### config.mk
export PLATFORM = sky130hd
export DESIGN_NAME = hazard_ctrl
export DESIGN_NICKNAME = d
export VERILOG_FILES = /design/src/rtl/hazard_ctrl_pkg.sv /design/src/rtl/hazard_ctrl_sat_counter.sv /design/src/rtl/hazard_ctrl.sv
export SDC_FILE = /design/constraint.sdc
export NUM_CORES = 1
export LEC_CHECK = 0
export CORE_ASPECT_RATIO = 1.25
export CORE_MARGIN = 1
export CORE_UTILIZATION = 54
export CTS_CLUSTER_SIZE = 12
export DETAILED_ROUTE_END_ITERATION = 10
export PLACE_DENSITY = 0.95
export SLEW_MARGIN = 10
export SYNTH_ARGS = -nofsm -noshare
export SYNTH_HDL_FRONTEND = slang
export SYNTH_HIERARCHICAL = 1
export SYNTH_SLANG_ARGS = --single-unit
export TNS_END_PERCENT = 5
### constraint.sdc
create_clock -name clk -period 4 [get_ports clk]
set_input_delay 0.4 -clock clk [delete_from_list [all_inputs] [get_ports clk]]
set_output_delay 0.4 -clock clk [all_outputs]
set_load 0.01 [all_outputs]
### src/rtl/hazard_ctrl_pkg.sv
// Shared encodings for the hazard controller: result-source selects,
// forwarding mux selects and data-memory wait FSM states.
package hazard_ctrl_pkg;

  // Execute-stage result source; only RES_LOAD matters for load-use detection
  typedef enum logic [1:0] {
    RES_ALU  = 2'b00,
    RES_LOAD = 2'b01,
    RES_PC4  = 2'b10
  } resultSrc_t;

  // Execute operand mux selects
  localparam logic [1:0] FWD_RF = 2'b00;
  localparam logic [1:0] FWD_M  = 2'b10;
  localparam logic [1:0] FWD_W  = 2'b01;

  // Data-memory wait FSM
  typedef enum logic [1:0] {
    ST_RUN  = 2'b00,
    ST_WAIT = 2'b01,
    ST_HALT = 2'b10
  } memState_t;

endpackage

### src/rtl/hazard_ctrl_sat_counter.sv
// Saturating event counter clocked on the falling edge, like the pipeline
// registers it observes. Clear wins over increment; the count sticks at all-ones.
module sat_counter #(
  parameter int CNT_W = 32
) (
  input  logic             clk,
  input  logic             reset,
  input  logic             en,
  input  logic             clr,
  output logic [CNT_W-1:0] count
);

  // Count enabled cycles, holding at all-ones instead of wrapping
  always_ff @(negedge clk or negedge reset) begin
    if (!reset) begin
      count <= '0;
    end else if (clr) begin
      count <= '0;
    end else if (en && (count != '1)) begin
      count <= count + CNT_W'(1);
    end
  end

endmodule

### src/rtl/hazard_ctrl.sv
// Hazard controller for the five-stage pipeline: operand forwarding into
// Execute, load-use and branch stall/flush, a data-memory wait FSM with a
// timeout watchdog, and stall/flush performance counters.
module hazard_ctrl
  import hazard_ctrl_pkg::*;
#(
  parameter int MEM_TIMEOUT = 16,
  parameter int CNT_W       = 32
) (
  input  logic             clk,
  input  logic             reset,
  input  logic [4:0]       Rs1D,
  input  logic [4:0]       Rs2D,
  input  logic [4:0]       Rs1E,
  input  logic [4:0]       Rs2E,
  input  logic [4:0]       write_addrE,
  input  logic [1:0]       ResultSrcE,
  input  logic [4:0]       write_addrM,
  input  logic             RegWriteM,
  input  logic [4:0]       write_addrW,
  input  logic             RegWriteW,
  input  logic             PCSrcE,
  input  logic             mem_req_M,
  input  logic             mem_ready,
  input  logic             clr_cnt,
  output logic [1:0]       ForwardAE,
  output logic [1:0]       ForwardBE,
  output logic             StallF,
  output logic             StallD,
  output logic             FlushD,
  output logic             FlushE,
  output logic             StallE,
  output logic             StallM,
  output logic             FlushW,
  output logic             mem_err,
  output logic [CNT_W-1:0] stall_cnt,
  output logic [CNT_W-1:0] flush_cnt
);

  // Wait counter only has to reach MEM_TIMEOUT (at most 255)
  localparam logic [7:0] TIMEOUT_CNT = 8'(MEM_TIMEOUT);

  memState_t  state;
  logic [7:0] waitCnt;
  logic       lwStall;
  logic       memStall;

  // Forward from the youngest stage that writes rs; x0 is never forwarded
  function automatic logic [1:0] fwdSel(input logic [4:0] rs,
                                        input logic [4:0] addrM,
                                        input logic       wrM,
                                        input logic [4:0] addrW,
                                        input logic       wrW);
    logic [1:0] sel;
    sel = FWD_RF;
    if (wrM && (addrM != 5'd0) && (addrM == rs)) begin
      sel = FWD_M;
    end else if (wrW && (addrW != 5'd0) && (addrW == rs)) begin
      sel = FWD_W;
    end
    return sel;
  endfunction

  // Execute operand mux selects
  always_comb begin
    ForwardAE = fwdSel(Rs1E, write_addrM, RegWriteM, write_addrW, RegWriteW);
    ForwardBE = fwdSel(Rs2E, write_addrM, RegWriteM, write_addrW, RegWriteW);
  end

  // Hazard detection and the stall/flush network; a memory stall freezes
  // everything and masks flushes so a held branch or load-use is re-seen later
  always_comb begin
    lwStall  = (ResultSrcE == RES_LOAD) && (write_addrE != 5'd0) &&
               ((Rs1D == write_addrE) || (Rs2D == write_addrE));
    memStall = (state == ST_HALT) || (mem_req_M && !mem_ready);
    StallE   = memStall;
    StallM   = memStall;
    FlushW   = memStall;
    StallF   = memStall || lwStall;
    StallD   = memStall || lwStall;
    FlushD   = !memStall && PCSrcE;
    FlushE   = !memStall && (lwStall || PCSrcE);
  end

  // Data-memory wait FSM with timeout watchdog; HALT is left only by reset
  always_ff @(negedge clk or negedge reset) begin
    if (!reset) begin
      state   <= ST_RUN;
      waitCnt <= '0;
      mem_err <= 1'b0;
    end else begin
      case (state)
        ST_RUN: begin
          if (mem_req_M && !mem_ready) begin
            state   <= ST_WAIT;
            waitCnt <= 8'd1;
          end
        end
        ST_WAIT: begin
          // A dropped request is treated like completion
          if (mem_ready || !mem_req_M) begin
            state   <= ST_RUN;
            waitCnt <= '0;
          end else if (waitCnt == TIMEOUT_CNT) begin
            state   <= ST_HALT;
            mem_err <= 1'b1;
          end else begin
            waitCnt <= waitCnt + 8'd1;
          end
        end
        ST_HALT: begin
          state <= ST_HALT;
        end
        default: begin
          state   <= ST_RUN;
          waitCnt <= '0;
        end
      endcase
    end
  end

  sat_counter #(.CNT_W(CNT_W)) uStallCnt (
    .clk   (clk),
    .reset (reset),
    .en    (StallF),
    .clr   (clr_cnt),
    .count (stall_cnt)
  );

  sat_counter #(.CNT_W(CNT_W)) uFlushCnt (
    .clk   (clk),
    .reset (reset),
    .en    (FlushE),
    .clr   (clr_cnt),
    .count (flush_cnt)
  );

endmodule

### Word level (Yosys, flattened, before mapping)

Index checks and enable logic that the tools add are counted.

* output and inout port bits: 76
* bits of input ports: 45
* word-level logic and storage cells: 71
* register bits: 75

* add/subtract/negate cells: 3
* reductions and logical operators: 30
* eq/ne operators: 15
* bitwise logic cells: 2
* multiplexer cells: 16

Operators by type and width (number)
* 2-to-1 mux 32 bit: 4
* adder 32 x 1 -> 32 bit (second input constant): 2
* != test 32 bit (second input constant): 2
* equality test 5 bit: 6
* 2-to-1 mux 8 bit: 3
* one-hot mux 8 bit (3 select lines): 1
* nonzero test 5 bit: 3
* logical AND 1 bit: 13
* 2-to-1 mux 2 bit: 5
* adder 8 x 1 -> 8 bit (second input constant): 1
* equality test 8 x 5 -> 1 bit (second input constant): 1
* != test 3 bit (second input constant): 2
* one-hot mux 2 bit (3 select lines): 1
* AND reduction 3 bit: 2
* logical OR 1 bit: 5
* equality test 2 x 1 -> 1 bit (second input constant): 2
* nonzero test 2 bit: 2
* logical NOT 1 bit: 3
* equality test 2 bit (second input constant): 1
* logical NOT 2 bit: 1
* 2-to-1 mux 1 bit: 2
* != test 2 bit (second input constant): 1
* NOT 1 bit: 2
* AND reduction 2 bit: 1

### Logic depth before layout (Yosys ltp)

Gate-level depths: netlist of the first run.

* depth in word-level cells: 8
* depth in mapped cells: 12
* mapped depth without buffers: 9

### Hierarchy

Netlist of the first run, hierarchy kept.

By module, submodules not included
* sat_counter: cells an instance 198, instances 2, sequential area each 800.8 sq um, area each 1854.3 sq um
* hazard_ctrl: cells an instance 123, instances 1, sequential area each 275.3 sq um, area each 1056.0 sq um

==> results of run 1 <==
## placed cells by master, fill, tap and decap left out, types with 6 or more instances in the layout
master / instances
clkbuf_8: 10
nor2b_1: 12
and2_1: 6
inv_1: 17
dlygate4sd2_1: 6
buf_6: 11
nor3_1: 8
mux2_4: 8
a211oi_1: 6
dfrtn_1: 75
o21ai_0: 8
buf_4: 19
or3_1: 9
clkdlybuf4s50_1: 92
a21oi_1: 18
or4_1: 8
nand2_1: 28
xnor2_1: 27
nand3_1: 27
buf_2: 7
o31ai_1: 6
nand4_1: 14
and3_1: 14
nor4_2: 8
nor2_1: 58
xor2_1: 29
nor4_4: 6
## area by class of cell
cell class	instances	share of cell area
flip-flops and latches	75	0.277
repair buffers	147	0.212
inverters	18	0.00996
multi-input cells	407	0.450
clock buffers	11	0.0208
well taps	117	0.0216
clock inverters	5	0.00904
## registers in the layout, indices dropped and copies added (netlist names)
register / cells
state: 2
uStallCnt/count: 32
waitCnt: 8
uFlushCnt/count: 32
mem_err: 1
## per-stage QoR
step	std cells	utilization	setup slack (ns)
final	780	0.809	-0.295
after global placement	754	0.744	-0.853
after global routing	780	0.809	-0.383
after CTS	777	0.796	-0.163
after floorplan	519	-	-0.358
after detailed placement	754	0.744	-0.948
## logic make-up (layout without fill, tap and decap cells)
| group | count (synthesis) | after routing | synth area share |
|---|---|---|---|
| DFF | 75 | 75 | 0.394 |
| adders and majority gates | 4 | 4 | 0.0105 |
| and+or+nand+nor | 241 | 241 | 0.293 |
| AOI/OAI and AO/OA | 85 | 87 | 0.121 |
| muxes | 15 | 15 | 0.0362 |
| xor gates and xnor gates | 60 | 60 | 0.110 |
| buffers and inverters | 39 | 181 | 0.0360 |
## power by group
| group | switching, mW | total, mW | internal [mW] |
|---|---|---|---|
| clock network | 0.320 | 0.630 | 0.309 |
| logic | 0.106 | 0.205 | 0.0987 |
| registers | 0.0100 | 0.779 | 0.769 |
## per-layer routing
metal	up-vias	global-route usage
met4	0	0.175
li1	2137	-
met2	380	0.591
met5	-	0
met1	2423	0.376
met3	106	0.0701
## worst max path at each step
stage	end	cells after the start	slack (ns)
CTS	uStallCnt/count[29]$_DFFE_NN0P_	10	-0.16
finish	uStallCnt/count[31]$_DFFE_NN0P_	11	-0.29
detailed placement	uFlushCnt/count[31]$_DFFE_NN0P_	10	-0.95
floorplan	uStallCnt/count[29]$_DFFE_NN0P_	10	-0.36
global placement	uStallCnt/count[31]$_DFFE_NN0P_	10	-0.85
global route	uStallCnt/count[25]$_DFFE_NN0P_	11	-0.38
## timing repair
item | CTS | global route
resized for setup | 121 | 22
endpoints found under the setup margin | 70 | 63
pin swaps | 39 | 6
cloned | 2 | 0
setup buffers | 5 | 3
hold buffers | 0 | 0
==> key figures, run 1 <==
Outcome
  – Status: finished, violations left
  – Failing checks: setup timing

Floorplanning
  – Core Box Area: 0.00838 mm2
  – I/O pins: 121
  – Die W: 86.0 um
  – Die area: 0.00921 mm2
  – Initial Utilization: 0.569
  – Die H: 107 um
  – Number of cell rows: 37

Finish
  – Cell area after layout: 0.00678 mm2
  – Layout cell share with drive strength beyond 1: 0.214
  – Register area: 0.00188 mm2
  – Diode count: 0
  – Nets: 707
  – Fillers: 486
  – Multi-input logic area: 0.00305 mm2
  – Area Growth Syn to Fin: 42.3%

Route
  – Detailed-route via count: 5046
  – Post-DR vias/cell: 6.47
  – Antenna viol nets, final: 0
  – Routed WL per cell: 20.0 um
  – Post-route DRC violation count: 0
  – Routed length on met1: 5530 um
  – WL met2: 7760 um
  – Top Metal Used: met4
  – Met3 routed WL: 1440 um
  – Final wirelength: 15600 um
  – TritonRoute pass-1 iters: 6
  – Iter 0 DRT Violations: 639

Global route
  – Antenna violations before repair: 0
  – Vias in the first global route: 4934
  – Grt ovf: 0
  – GRT Total Usage: 0.335
  – Largest net degree at the start of global routing: 81
  – First-pass GRT wire length: 24100 um

Timing
  – Fin. max-slew vios: 0
  – Slew HR: 0.395
  – Number of failing hold endpoints at the final stage: 0
  – Final WS setup: -0.295 ns
  – Hold slack: 0.472 ns
  – Final setup viols: 39
  – Setup TNS Final: -5.72 ns
  – Worst-Margin Slew: 0.900 ns
  – RSZ-0062 raised after global routing: yes
  – Clock skew: 0.00967 ns

Run
  – MaxCap Viol Count: 0

Clocking
  – Worst-case clock buffer depth: 2
  – Cts bufs inserted: 9
  – Clock latency on the worst-skew pair: 0.35 ns
  – CTS tree: done
  – CTS root buf: clkbuf_8
  – Clock sink count: 75
  – Depth of the CTS H-tree: 3
  – Worst-path clk slew: 0.06 ns

Synth
  – Post-synthesis cell count: 519
  – Post-synth top area cell: dfrtn_1
  – Synth top cells by count: dfrtn_1 (75), nor2_1 (58), xor2_1 (32)
  – FF+latch count, synth: 75
  – Post-synth EDFFs: 0
  – Top post-synthesis cells by area: dfrtn_1 (39%), xor2_1 (5.9%), xnor2_1 (5.1%), nor2_1 (4.6%), nand3_1 (3.0%)
  – Yosys warning count: 6
  – Most common cell in the netlist: dfrtn_1
  – Asr flop ratio synth: 1.00
  – Synth Cell Area: 0.00476 mm2
  – Synth Area per Inst: 9.18 um2
  – Most used DFF post-synth: dfrtn_1
  – Synth cell types: 52
  – Sequential fraction of the synthesis area: 0.394
  – Syn_nets: 568
  – Synth top area share: 0.394

Place
  – Dpl cell area: 0.00623 mm2
  – Dpl hpwl: 9290 um
  – GP Congestion: 0.867
  – Port Buf Inserts: 120

Hold path
  – Hold crit path type: flip-flop to flip-flop
  – Worst Hold Path EP: mem_err$_DFFE_NN0P_
  – Hold Path Depth: 1
  – Hold Startpoint: mem_err$_DFFE_NN0P_

Worst setup path
  – Critical Path Source: Rs2D[2]
  – R2R setup slack: 1.33 ns
  – Crit path kind: primary input to flip-flop
  – Peak fanout along the critical path: 6
  – Reg2reg path depth: 7
  – Slowest cell on crit path: mux2_4
  – CP Capture Type: flip-flop
  – Worst Path Buf+Inv: 2
  – Crit path cell chain: buf_6 -> xor2_2 -> nor3_2 -> a22oi_2 -> o21ai_2 -> and3_4 -> nand4_1 -> a21o_4 -> buf_4 -> nor4_4 -> mux2_4
  – Crit path largest cell delay: 0.32 ns
  – Crit path launch type: primary input
  – CP Data Required Time: 2.20 ns
  – R2r startpoint: uStallCnt/count[0]$_DFFE_NN0P_
  – Arr. time, crit path: 2.49 ns
  – FF-to-FF End: uStallCnt/count[27]$_DFFE_NN0P_
  – Crit path max-delay family: simple AND/OR/NAND/NOR gates

Power and ir drop
  – Power density over cell area: 238 mW/mm2
  – Peak VDD IR: 0.199 mV
  – Static Leakage: 2.77 nW
  – Overall power: 1.61 mW
(Power assumes the default switching activity.)
==> run 2, diff against run 1 <==
- TNS_END_PERCENT: 5 -> 50
==> run 2 against run 1 <==
Against the previous run:
- the flow still finishes with violations (setup timing)
- via count rose by 4.0%
- utilization rose by 2.6 points
- highest routed layer unchanged
- flip-flop and latch count did not move
- clock-buffer cell count fell by 1
- power fell by 4.8%
- setup slack got worse by 0.045 ns
- die area did not move
- clock skew fell by 0.0027 ns
- clock power fell by 17%
- sequential power barely moved
==> key figures, run 2 (synthesized netlist as in run 1, its figures left out) <==
Power and ir drop
  – Peak VDD IR: 0.163 mV (-18%)
  – Pint: 1.11 mW (-6.1%)
  – Psw: 0.432 mW (-1.1%)
  – Clock power frac: 0.342 (-0.048)
  – Overall power: 1.54 mW (-4.8%)
  – Static Leakage: 2.88 nW (+4.0%)
  – Power density over cell area: 220 mW/mm2 (-7.7%)
  – Sequential power share: 0.508 (+0.025)
  – Comb pwr share: 0.150 (+0.023)
  – Switching share of total power: 0.281 (+0.0103)

Clocking
  – Worst-case clock buffer depth: 2 (unchanged)
  – Clock sink count: 75 (unchanged)
  – CTS Hold Bufs: 0 (unchanged)
  – Depth of the CTS H-tree: 3 (unchanged)
  – Cts bufs inserted: 9 (unchanged)
  – CTS root buf: clkbuf_8
  – Worst-path clk slew: 0.06 ns (about the same)
  – CTS tree: done
  – Clock latency on the worst-skew pair: 0.34 ns (about the same)

Route
  – Antenna viol nets, final: 0 (unchanged)
  – Final wirelength: 17200 um (+9.9%)
  – Post-DR vias/cell: 6.62 (+2.3%)
  – Post-route DRC violation count: 0 (unchanged)
  – Detailed-route via count: 5247 (+4.0%)
  – TritonRoute pass-1 iters: 7 (+1)
  – Iter 0 DRT Violations: 524 (-18%)
  – Routed WL per cell: 21.6 um (+8.1%)

Hold path
  – Hold crit path type: flip-flop to flip-flop
  – Hold Path Depth: 1 (unchanged)
  – Worst Hold Path EP: mem_err$_DFFE_NN0P_
  – Hold Startpoint: mem_err$_DFFE_NN0P_

Timing
  – Final setup viols: 52 (+33%)
  – Worst-Margin Slew: 1.06 ns (+0.163 ns)
  – Clock skew: 0.00695 ns (-0.00272 ns)
  – Setup TNS Final: -6.81 ns (-1.09 ns)
  – Slew HR: 0.286 (-0.110)
  – Number of failing hold endpoints at the final stage: 0 (unchanged)
  – Final WS setup: -0.340 ns (-0.0448 ns)
  – Fin. max-slew vios: 0 (unchanged)
  – RSZ-0062 raised after global routing: yes

Floorplanning
  – Number of cell rows: 37 (unchanged)
  – Die W: 86.0 um (unchanged)
  – I/O pins: 121 (unchanged)
  – Core Box Area: 0.00838 mm2 (unchanged)
  – Initial Utilization: 0.569 (unchanged)
  – Die area: 0.00921 mm2 (unchanged)
  – Die H: 107 um (unchanged)

Worst setup path
  – FF-to-FF End: uFlushCnt/count[27]$_DFFE_NN0P_
  – CP Capture Type: flip-flop
  – Crit path kind: primary input to flip-flop
  – Arr. time, crit path: 2.52 ns (+0.03 ns)
  – Crit path largest cell delay: 0.33 ns (about the same)
  – Critical Path Source: Rs1D[0]
  – Slowest cell on crit path: mux2_4
  – Peak fanout along the critical path: 6 (unchanged)
  – Crit path cell chain: buf_2 -> xor2_2 -> nor3_2 -> a22oi_2 -> o21ai_4 -> and3_4 -> nand4_1 -> a21o_4 -> nor3_4 -> mux2_4
  – Crit path launch type: primary input
  – R2r startpoint: state[0]$_DFFE_NN0P_
  – Reg2reg path depth: 11 (+4)
  – CP Data Required Time: 2.18 ns (-0.02 ns)
  – R2R setup slack: 1.42 ns (+0.09 ns)

Finish
  – Nets: 720 (+1.8%)
  – Cell area after layout: 0.00700 mm2 (+3.2%)
  – Post-route core utilization: 0.835 (+0.0257)
  – Commonest non-fill, non-tap cell in the layout: clkdlybuf4s50_1
  – Regs by FF count: uFlushCnt/count: 32 flops, uStallCnt/count: 32 flops, waitCnt: 8 flops
  – Area Growth Syn to Fin: 46.8%
  – Layout cell share with drive strength beyond 1: 0.274 (+0.0595)
  – Diode count: 0 (unchanged)
  – Commonest cells after routing, fill and taps aside: clkdlybuf4s50_1 (92), dfrtn_1 (75), nor2_1 (58), nand2_1 (28), xnor2_1 (27)

Place
  – GP Congestion: 0.917 (+5.8%)
  – Dpl hpwl: 9850 um (+6.1%)
  – Port Buf Inserts: 120 (unchanged)
  – Dpl cell area: 0.00632 mm2 (+1.5%)

Outcome
  – Status: finished, violations left
  – Failing checks: setup timing

Global route
  – GRT Total Usage: 0.332 (-0.00248)
  – Vias in the first global route: 4863 (-1.4%)
  – Largest net degree at the start of global routing: 62 (-23%)
  – Antenna violations before repair: 0 (unchanged)
  – Grt ovf: 0 (unchanged)
  – First-pass GRT wire length: 24000 um (-0.29%)

Run
  – MaxCap Viol Count: 0 (unchanged)
[run 2: cell count changes in the layout (fill, tap and decap cells not counted), sizes merged]
| cell | previous run | this run |
|---|---|---|
| clkinv | 3 | 2 |
| clkbuf | 12 | 15 |
| clkinvlp | 0 | 3 |
| a21o | 9 | 8 |
| bufinv | 1 | 0 |
| dlygate4sd2 | 6 | 2 |
| buf | 42 | 62 |
| clkdlybuf4s15 | 6 | 0 |
[run 2: how the worst max path moves through the flow]
| stage | end | cells after the start |
|---|---|---|
| after detailed placement | uStallCnt/count[29]$_DFFE_NN0P_ | 10 |
| final | uStallCnt/count[19]$_DFFE_NN0P_ | 10 |
| after CTS | uStallCnt/count[19]$_DFFE_NN0P_ | 10 |
| after global routing | uStallCnt/count[19]$_DFFE_NN0P_ | 10 |
| after global placement | uStallCnt/count[31]$_DFFE_NN0P_ | 10 |
| after floorplan | uStallCnt/count[29]$_DFFE_NN0P_ | 10 |
[run 2: power groups by stage]
stage	Sequential [mW]	Clock, mW	Combinational [mW]
CTS	0.778	0.525	0.211
finish	0.780	0.526	0.231
global route	0.780	0.563	0.245
floorplan	0.792	0	0.0799
global placement	0.791	0	0.194
detailed placement	0.792	0	0.203
[run 2: layer usage]
| metal | track usage | share of wire |
|---|---|---|
| met3 | 0.0631 | 0.085 |
| met2 | 0.591 | 0.50 |
| met5 | 0 | 0 |
| met1 | 0.386 | 0.36 |
| met4 | 0.143 | 0.054 |
[run 2: stage by stage]
| stage | std cells | hold WS [ns] | setup slack (ns) |
|---|---|---|---|
| after global placement | 760 | 0.425 | -0.847 |
| after CTS | 784 | 0.438 | -0.172 |
| final | 793 | 0.465 | -0.340 |
| after detailed placement | 760 | 0.438 | -0.998 |
| after global routing | 793 | 0.473 | -0.294 |
| after floorplan | 519 | 0.420 | -0.358 |
[run 2: final cells by class]
class	instances	area, um2
sequential	75	1880
tap	117	146
multi-input combinational	406	3210
timing repair buffer	161	1530
clock buffer	10	128
clock inverter	6	41.3
inverter	18	67.6
fill	451	1380
[run 2: repair_timing]
item,in CTS,in global routing
gates cloned,2,0
endpoints found under the setup margin,70,51
buffers inserted,6,9
pin swaps,33,15
gates resized for setup,137,55
[run 2: critical path, delay by kind of cell]
family	cells	cell delay [ns]
AOI/OAI and AO/OA	3	0.67
xor gates and xnor gates	1	0.18
buffers and inverters	1	0.13
muxes	1	0.33
and+or+nand+nor	4	0.81
==> run 3, diff against run 2 <==
- CORE_MARGIN: 1 -> not set
- MAX_ROUTING_LAYER: not set -> met4
==> run 3 against run 2 <==
Against the previous run:
- cell area about the same
- setup slack improved by 0.028 ns
- via count decreased by 1.3%
- cell count unchanged
- clock-buffer cell count unchanged
- the flow finishes with violations (DRC, setup timing)
- critical endpoint unchanged
==> key figures, run 3 (synthesized netlist as in run 1, its figures left out) <==
Global route
  – First-pass GRT wire length: 24000 um (about the same)
  – Grt ovf: 0 (unchanged)
  – GRT Total Usage: 0.341 (+0.00913)
  – Largest net degree at the start of global routing: 62 (unchanged)
  – Vias in the first global route: 4857 (-0.12%)
  – Antenna violations before repair: 0 (unchanged)

Route
  – Detailed-route via count: 5177 (-1.3%)
  – Antenna viol nets, final: 0 (unchanged)
  – Final wirelength: 17100 um (-0.29%)
  – Iter 0 DRT Violations: 593 (+13%)
  – Routed WL per cell: 21.6 um (-0.29%)
  – Post-route DRC violation count: 1 (+1)
  – TritonRoute pass-1 iters: 9 (+2)
  – Post-DR vias/cell: 6.53 (-1.3%)

Timing
  – Fin. max-slew vios: 0 (unchanged)
  – Final WS setup: -0.311 ns (+0.0284 ns)
  – Clock skew: 0.0102 ns (+0.00323 ns)
  – Number of failing hold endpoints at the final stage: 0 (unchanged)
  – Slew HR: 0.274 (-0.0118)
  – RSZ-0062 raised after global routing: yes
  – Worst-Margin Slew: 1.08 ns (+0.0175 ns)
  – Final setup viols: 52 (unchanged)

Floorplanning
  – I/O pins: 121 (unchanged)
  – Number of cell rows: 37 (unchanged)
  – Die H: 107 um (unchanged)
  – Die area: 0.00921 mm2 (unchanged)
  – Initial Utilization: 0.569 (unchanged)
  – Die W: 86.0 um (unchanged)
  – Core Box Area: 0.00838 mm2 (unchanged)

Power and ir drop
  – Static Leakage: 2.88 nW (about the same)
  – Overall power: 1.54 mW (+0.19%)
  – Power density over cell area: 220 mW/mm2 (+0.14%)
  – Peak VDD IR: 0.164 mV (+0.96%)

Place
  – Dpl hpwl: 9850 um (unchanged)
  – Port Buf Inserts: 120 (unchanged)
  – Placed Instances: 760 (unchanged)
  – GP Congestion: 0.933 (+1.7%)

Finish
  – Fillers: 454 (+0.67%)
  – Nets: 720 (unchanged)
  – Final std cells w/o fill: 793 (unchanged)
  – Regs by FF count: uFlushCnt/count: 32 flops, uStallCnt/count: 32 flops, waitCnt: 8 flops
  – Layout cell share with drive strength beyond 1: 0.275 (+0.00148)
  – Area Growth Syn to Fin: 46.9% (about the same)
  – Diode count: 0 (unchanged)
  – Commonest non-fill, non-tap cell in the layout: clkdlybuf4s50_1
  – Commonest cells after routing, fill and taps aside: clkdlybuf4s50_1 (92), dfrtn_1 (75), nor2_1 (58), nand2_1 (28), xnor2_1 (27)

Clocking
  – Cts bufs inserted: 9 (unchanged)
  – Clock sink count: 75 (unchanged)
  – CTS Hold Bufs: 0 (unchanged)
  – Clock latency on the worst-skew pair: 0.34 ns (about the same)
  – CTS tree: done
  – Depth of the CTS H-tree: 3 (unchanged)
  – CTS root buf: clkbuf_8
  – Worst-path clk slew: 0.06 ns (about the same)
  – Worst-case clock buffer depth: 2 (unchanged)

Worst setup path
  – Arr. time, crit path: 2.49 ns (-0.03 ns)
  – Crit path kind: primary input to flip-flop
  – CP Data Required Time: 2.18 ns (about the same)
  – Critical Path Source: Rs1D[0]
  – Crit path cell chain: buf_2 -> xor2_2 -> nor3_2 -> a22oi_2 -> o21ai_4 -> and3_4 -> nand4_1 -> a21o_4 -> nor3_4 -> mux2_4
  – Peak fanout along the critical path: 6 (unchanged)
  – Slowest cell on crit path: mux2_4
  – Crit path largest cell delay: 0.32 ns (about the same)
  – R2R setup slack: 1.36 ns (-0.06 ns)
  – CP Capture Type: flip-flop
  – Crit path launch type: primary input
  – Critical path capture point: uStallCnt/count[19]$_DFFE_NN0P_
  – Reg2reg path depth: 6 (-5)
  – R2r startpoint: uStallCnt/count[0]$_DFFE_NN0P_
  – FF-to-FF End: uStallCnt/count[3]$_DFFE_NN0P_

Outcome
  – Failing checks: DRC, setup timing
  – Status: finished, violations left

Run
  – MaxCap Viol Count: 0 (unchanged)

Hold path
  – Hold crit path type: flip-flop to flip-flop
[run 3: changes by cell type in the layout (fill, tap and decap cells not counted)]
cell	change
o21ai_1	-1
o21ai_2	+1
[run 3: power breakdown]
part	switching (mW)	internal, mW
clock network	0.304	0.225
logic	0.121	0.111
registers	0.0103	0.769
[run 3: how the worst min path moves through the flow]
stage,start,endpoint,depth (start not counted)
after global routing,mem_err$_DFFE_NN0P_,mem_err$_DFFE_NN0P_,1
final,mem_err$_DFFE_NN0P_,mem_err$_DFFE_NN0P_,1
after CTS,mem_err$_DFFE_NN0P_,mem_err$_DFFE_NN0P_,1
after detailed placement,mem_err$_DFFE_NN0P_,mem_err$_DFFE_NN0P_,1
after global placement,mem_err$_DFFE_NN0P_,mem_err$_DFFE_NN0P_,1
after floorplan,waitCnt[2]$_DFFE_NN0P_,waitCnt[2]$_DFFE_NN0P_,1
[run 3: worst max-delay path, delay by kind of cell]
family | cells | cell delay (ns)
AND/OR/NAND/NOR | 4 | 0.79
XOR/XNOR | 1 | 0.18
buffers and inverters | 1 | 0.12
multiplexers | 1 | 0.32
AO/OA/AOI/OAI | 3 | 0.67
[run 3: final cells by class]
type | count | area [um2] | area share
Clock buffer | 10 | 128 | 0.0182
Sequential cell | 75 | 1880 | 0.268
Inverter | 18 | 67.6 | 0.00965
Clock inverter | 6 | 41.3 | 0.00590
Tap cell | 117 | 146 | 0.0209
Multi-Input combinational cell | 406 | 3210 | 0.458
Timing Repair Buffer | 161 | 1530 | 0.219
[run 3: metal layers]
layer / GRT usage / routed length (um) / part of all wire
met3: 0.0624 / 1480 / 0.086
met2: 0.589 / 8600 / 0.50
met1: 0.387 / 6030 / 0.35
met4: 0.144 / 1010 / 0.059
met5: - / 0 / 0
[run 3: what timing repair did]
| action | 4_1_cts | 5_1_grt |
|---|---|---|
| pin swaps | 33 | 15 |
| cloned | 2 | 0 |
| gates resized for setup | 137 | 56 |
| setup endpoints to repair | 70 | 51 |
| setup buffers | 6 | 9 |
| hold endpoints to repair | 0 | 0 |
[run 3: stage by stage]
| stage | hold slack, ns | util | setup WS (ns) | cell area (um2) | setup TNS (ns) |
|---|---|---|---|---|---|
| after CTS | 0.438 | 0.804 | -0.172 | 6740 | -2.13 |
| after floorplan | 0.420 | - | -0.358 | 4880 | -7.36 |
| after global placement | 0.425 | 0.755 | -0.847 | 6320 | -39.88 |
| after detailed placement | 0.438 | 0.755 | -0.998 | 6320 | -48.55 |
| final | 0.467 | 0.835 | -0.311 | 7000 | -6.68 |
| after global routing | 0.473 | 0.835 | -0.325 | 7000 | -8.03 |
==> RTL edit, RTL diff (config.mk and constraints of run 3) <==
`CNT_W` is set to 32 in 2 places; all go to 48.
--- a/src/rtl/hazard_ctrl_sat_counter.sv
+++ b/src/rtl/hazard_ctrl_sat_counter.sv
@@ -1,7 +1,7 @@
 // Saturating event counter clocked on the falling edge, like the pipeline
 // registers it observes. Clear wins over increment; the count sticks at all-ones.
 module sat_counter #(
-  parameter int CNT_W = 32
+  parameter int CNT_W = 48
 ) (
   input  logic             clk,
   input  logic             reset,
--- a/src/rtl/hazard_ctrl.sv
+++ b/src/rtl/hazard_ctrl.sv
@@ -5,7 +5,7 @@
   import hazard_ctrl_pkg::*;
 #(
   parameter int MEM_TIMEOUT = 16,
-  parameter int CNT_W       = 32
+  parameter int CNT_W       = 48
 ) (
   input  logic             clk,
   input  logic             reset,
Ports: changed (resized flush_cnt and stall_cnt); port bits go from 121 to 153. The function was not compared with the original's and may differ.
==> RTL edit against run 3 <==
The run ends with setup timing left; design area increased by 48%; non-clock buffer count grew 62; sequential cell count up 32; power is 56% higher; synthesized area increased by 46%; final cell count is 45% higher; routed wire length increased by 48%; worst setup slack lost 0.091 ns; largest power group unchanged.
==> RTL edit: results <==
{
  "status": "finished with violations",
  "violations": "setup timing",
  "swShare_pct": 23.63,
  "met1_length_um": 9187,
  "synth_area_leaders": "dfrtn_1 38%, mux2_2 5.8%, or4_1 4.6%",
  "wl_met3_um": 1850,
  "grt_max_degree": 108,
  "p_clk_w": 0.00102,
  "n_antenna_cell": 0,
  "syn-num-nets": 830,
  "r2r-end": "uStallCnt/count[14]$_DFFE_NN0P_",
  "p_seq_w": 0.00110,
  "placed_cells": 1110,
  "gr-usage-all-layers_pct": 36.58,
  "hold_slack_ns": 0.4577,
  "fin_worst_skew_ns": 0.006651,
  "yosysSeqAreaShare_pct": 38.42,
  "cellPowerDensity_nw_per_um2": 231.7,
  "routed_wl_um": 25410,
  "vias": 7840,
  "yosys.cell_types.count": 54,
  "muxShareOfSynthArea_pct": 5.961,
  "ys_warn_count": 6,
  "place_congestion": 0.9114,
  "synth_ff_type": "dfrtn_1",
  "grt_pass1_wl_um": 38350,
  "cts-root-buf": "clkbuf_16",
  "tns_ns": -15.49,
  "final_net_count": 1025,
  "wire_per_inst_um": 22.13,
  "syn_inst": 781,
  "path_delay_family": "simple AND/OR/NAND/NOR gates",
  "io_buffers": 152,
  "synth_fa_ha_area_share_pct": 0.7181,
  "arrival_ns": 2.60,
  "reg.largest.list": "uFlushCnt/count (48), uStallCnt/count (48), waitCnt (8)",
  "pre_cts_slack_ns": -1.281,
  "synth_xor_area_share_pct": 5.027,
  "place_area_um2": 9084,
  "finalSetupViolCount": 62,
  "fin_ws_ns": -0.4025,
  "ir_worst_vdd_uv": 182.6,
  "clk_latency_ns": 0.36,
  "p_leak_nw": 3.846,
  "first_global_vias": 7736,
  "n_fill_cell": 679,
  "reg2reg_from": "uStallCnt/count[38]$_DFFE_NN0P_",
  "dr.pass1.iters": 6,
  "cpPeakStageDelay_ns": 0.60,
  "slew_headroom_pct": 13.94,
  "dp_hpwl_um": 14330,
  "worst_path_max_delay_cell": "or4_4",
  "dr.first_iter.drc_count": 656,
  "met2WireLength_um": 12950,
  "drive_above_1_share_pct": 27.55,
  "synth-compound-area-share_pct": 11.51,
  "synth_commonest_cells": "107 x dfrtn_1, 60 x nor2_1, 59 x nand2_1, 55 x a21oi_1, 44 x nand4_1",
  "path_max_fanout": 7,
  "rrSetupSlack_ns": 0.76
}
-- RTL edit: layout make-up --
class	instances	area [µm²]	area share, %
multi-input cells	625	4882	47.17
flip-flops and latches	107	2678	25.87
repair buffers	223	2212	21.37
clock buffers	10	229.0	2.212
well taps	168	210.2	2.031
clock inverters	5	102.6	0.9912
inverters	10	37.54	0.3626
-- RTL edit: worst max path at each step --
| stage | start | end | slack [ns] | depth (start not counted) |
|---|---|---|---|---|
| after detailed placement | write_addrE[1] | uStallCnt/count[43]$_DFFE_NN0P_ | -1.28 | 9 |
| after floorplan | write_addrE[2] | uStallCnt/count[43]$_DFFE_NN0P_ | -0.67 | 9 |
| after global routing | write_addrE[2] | uStallCnt/count[26]$_DFFE_NN0P_ | -0.49 | 11 |
| after CTS | Rs2D[4] | uStallCnt/count[47]$_DFFE_NN0P_ | -0.32 | 9 |
| after global placement | write_addrE[1] | uStallCnt/count[47]$_DFFE_NN0P_ | -1.17 | 9 |
| final | write_addrE[2] | uStallCnt/count[31]$_DFFE_NN0P_ | -0.40 | 9 |
-- RTL edit: routing by layer --
| layer | track usage [%] | vias to the layer above |
|---|---|---|
| met5 | - | - |
| met4 | 25.40 | 0 |
| met3 | 5.231 | 158 |
| met2 | 62.18 | 543 |
| met1 | 40.02 | 3788 |
| li1 | - | 3351 |
-- RTL edit: repair_timing --
item                       CTS  global route
hold endpoints to repair     0             0
pin swaps                   58            31
gates cloned                 2             0
gates resized for setup    198            55
buffers inserted            23             6
setup endpoints to repair  100            80
-- RTL edit: logic make-up (layout without fill, tap and decap cells) --
group	count (synthesis)	after routing
compound gates	135	135
simple gates	409	409
flops	107	107
xor+xnor	40	40
fa+ha+maj	4	4
mux	37	37
buf+inv	49	248
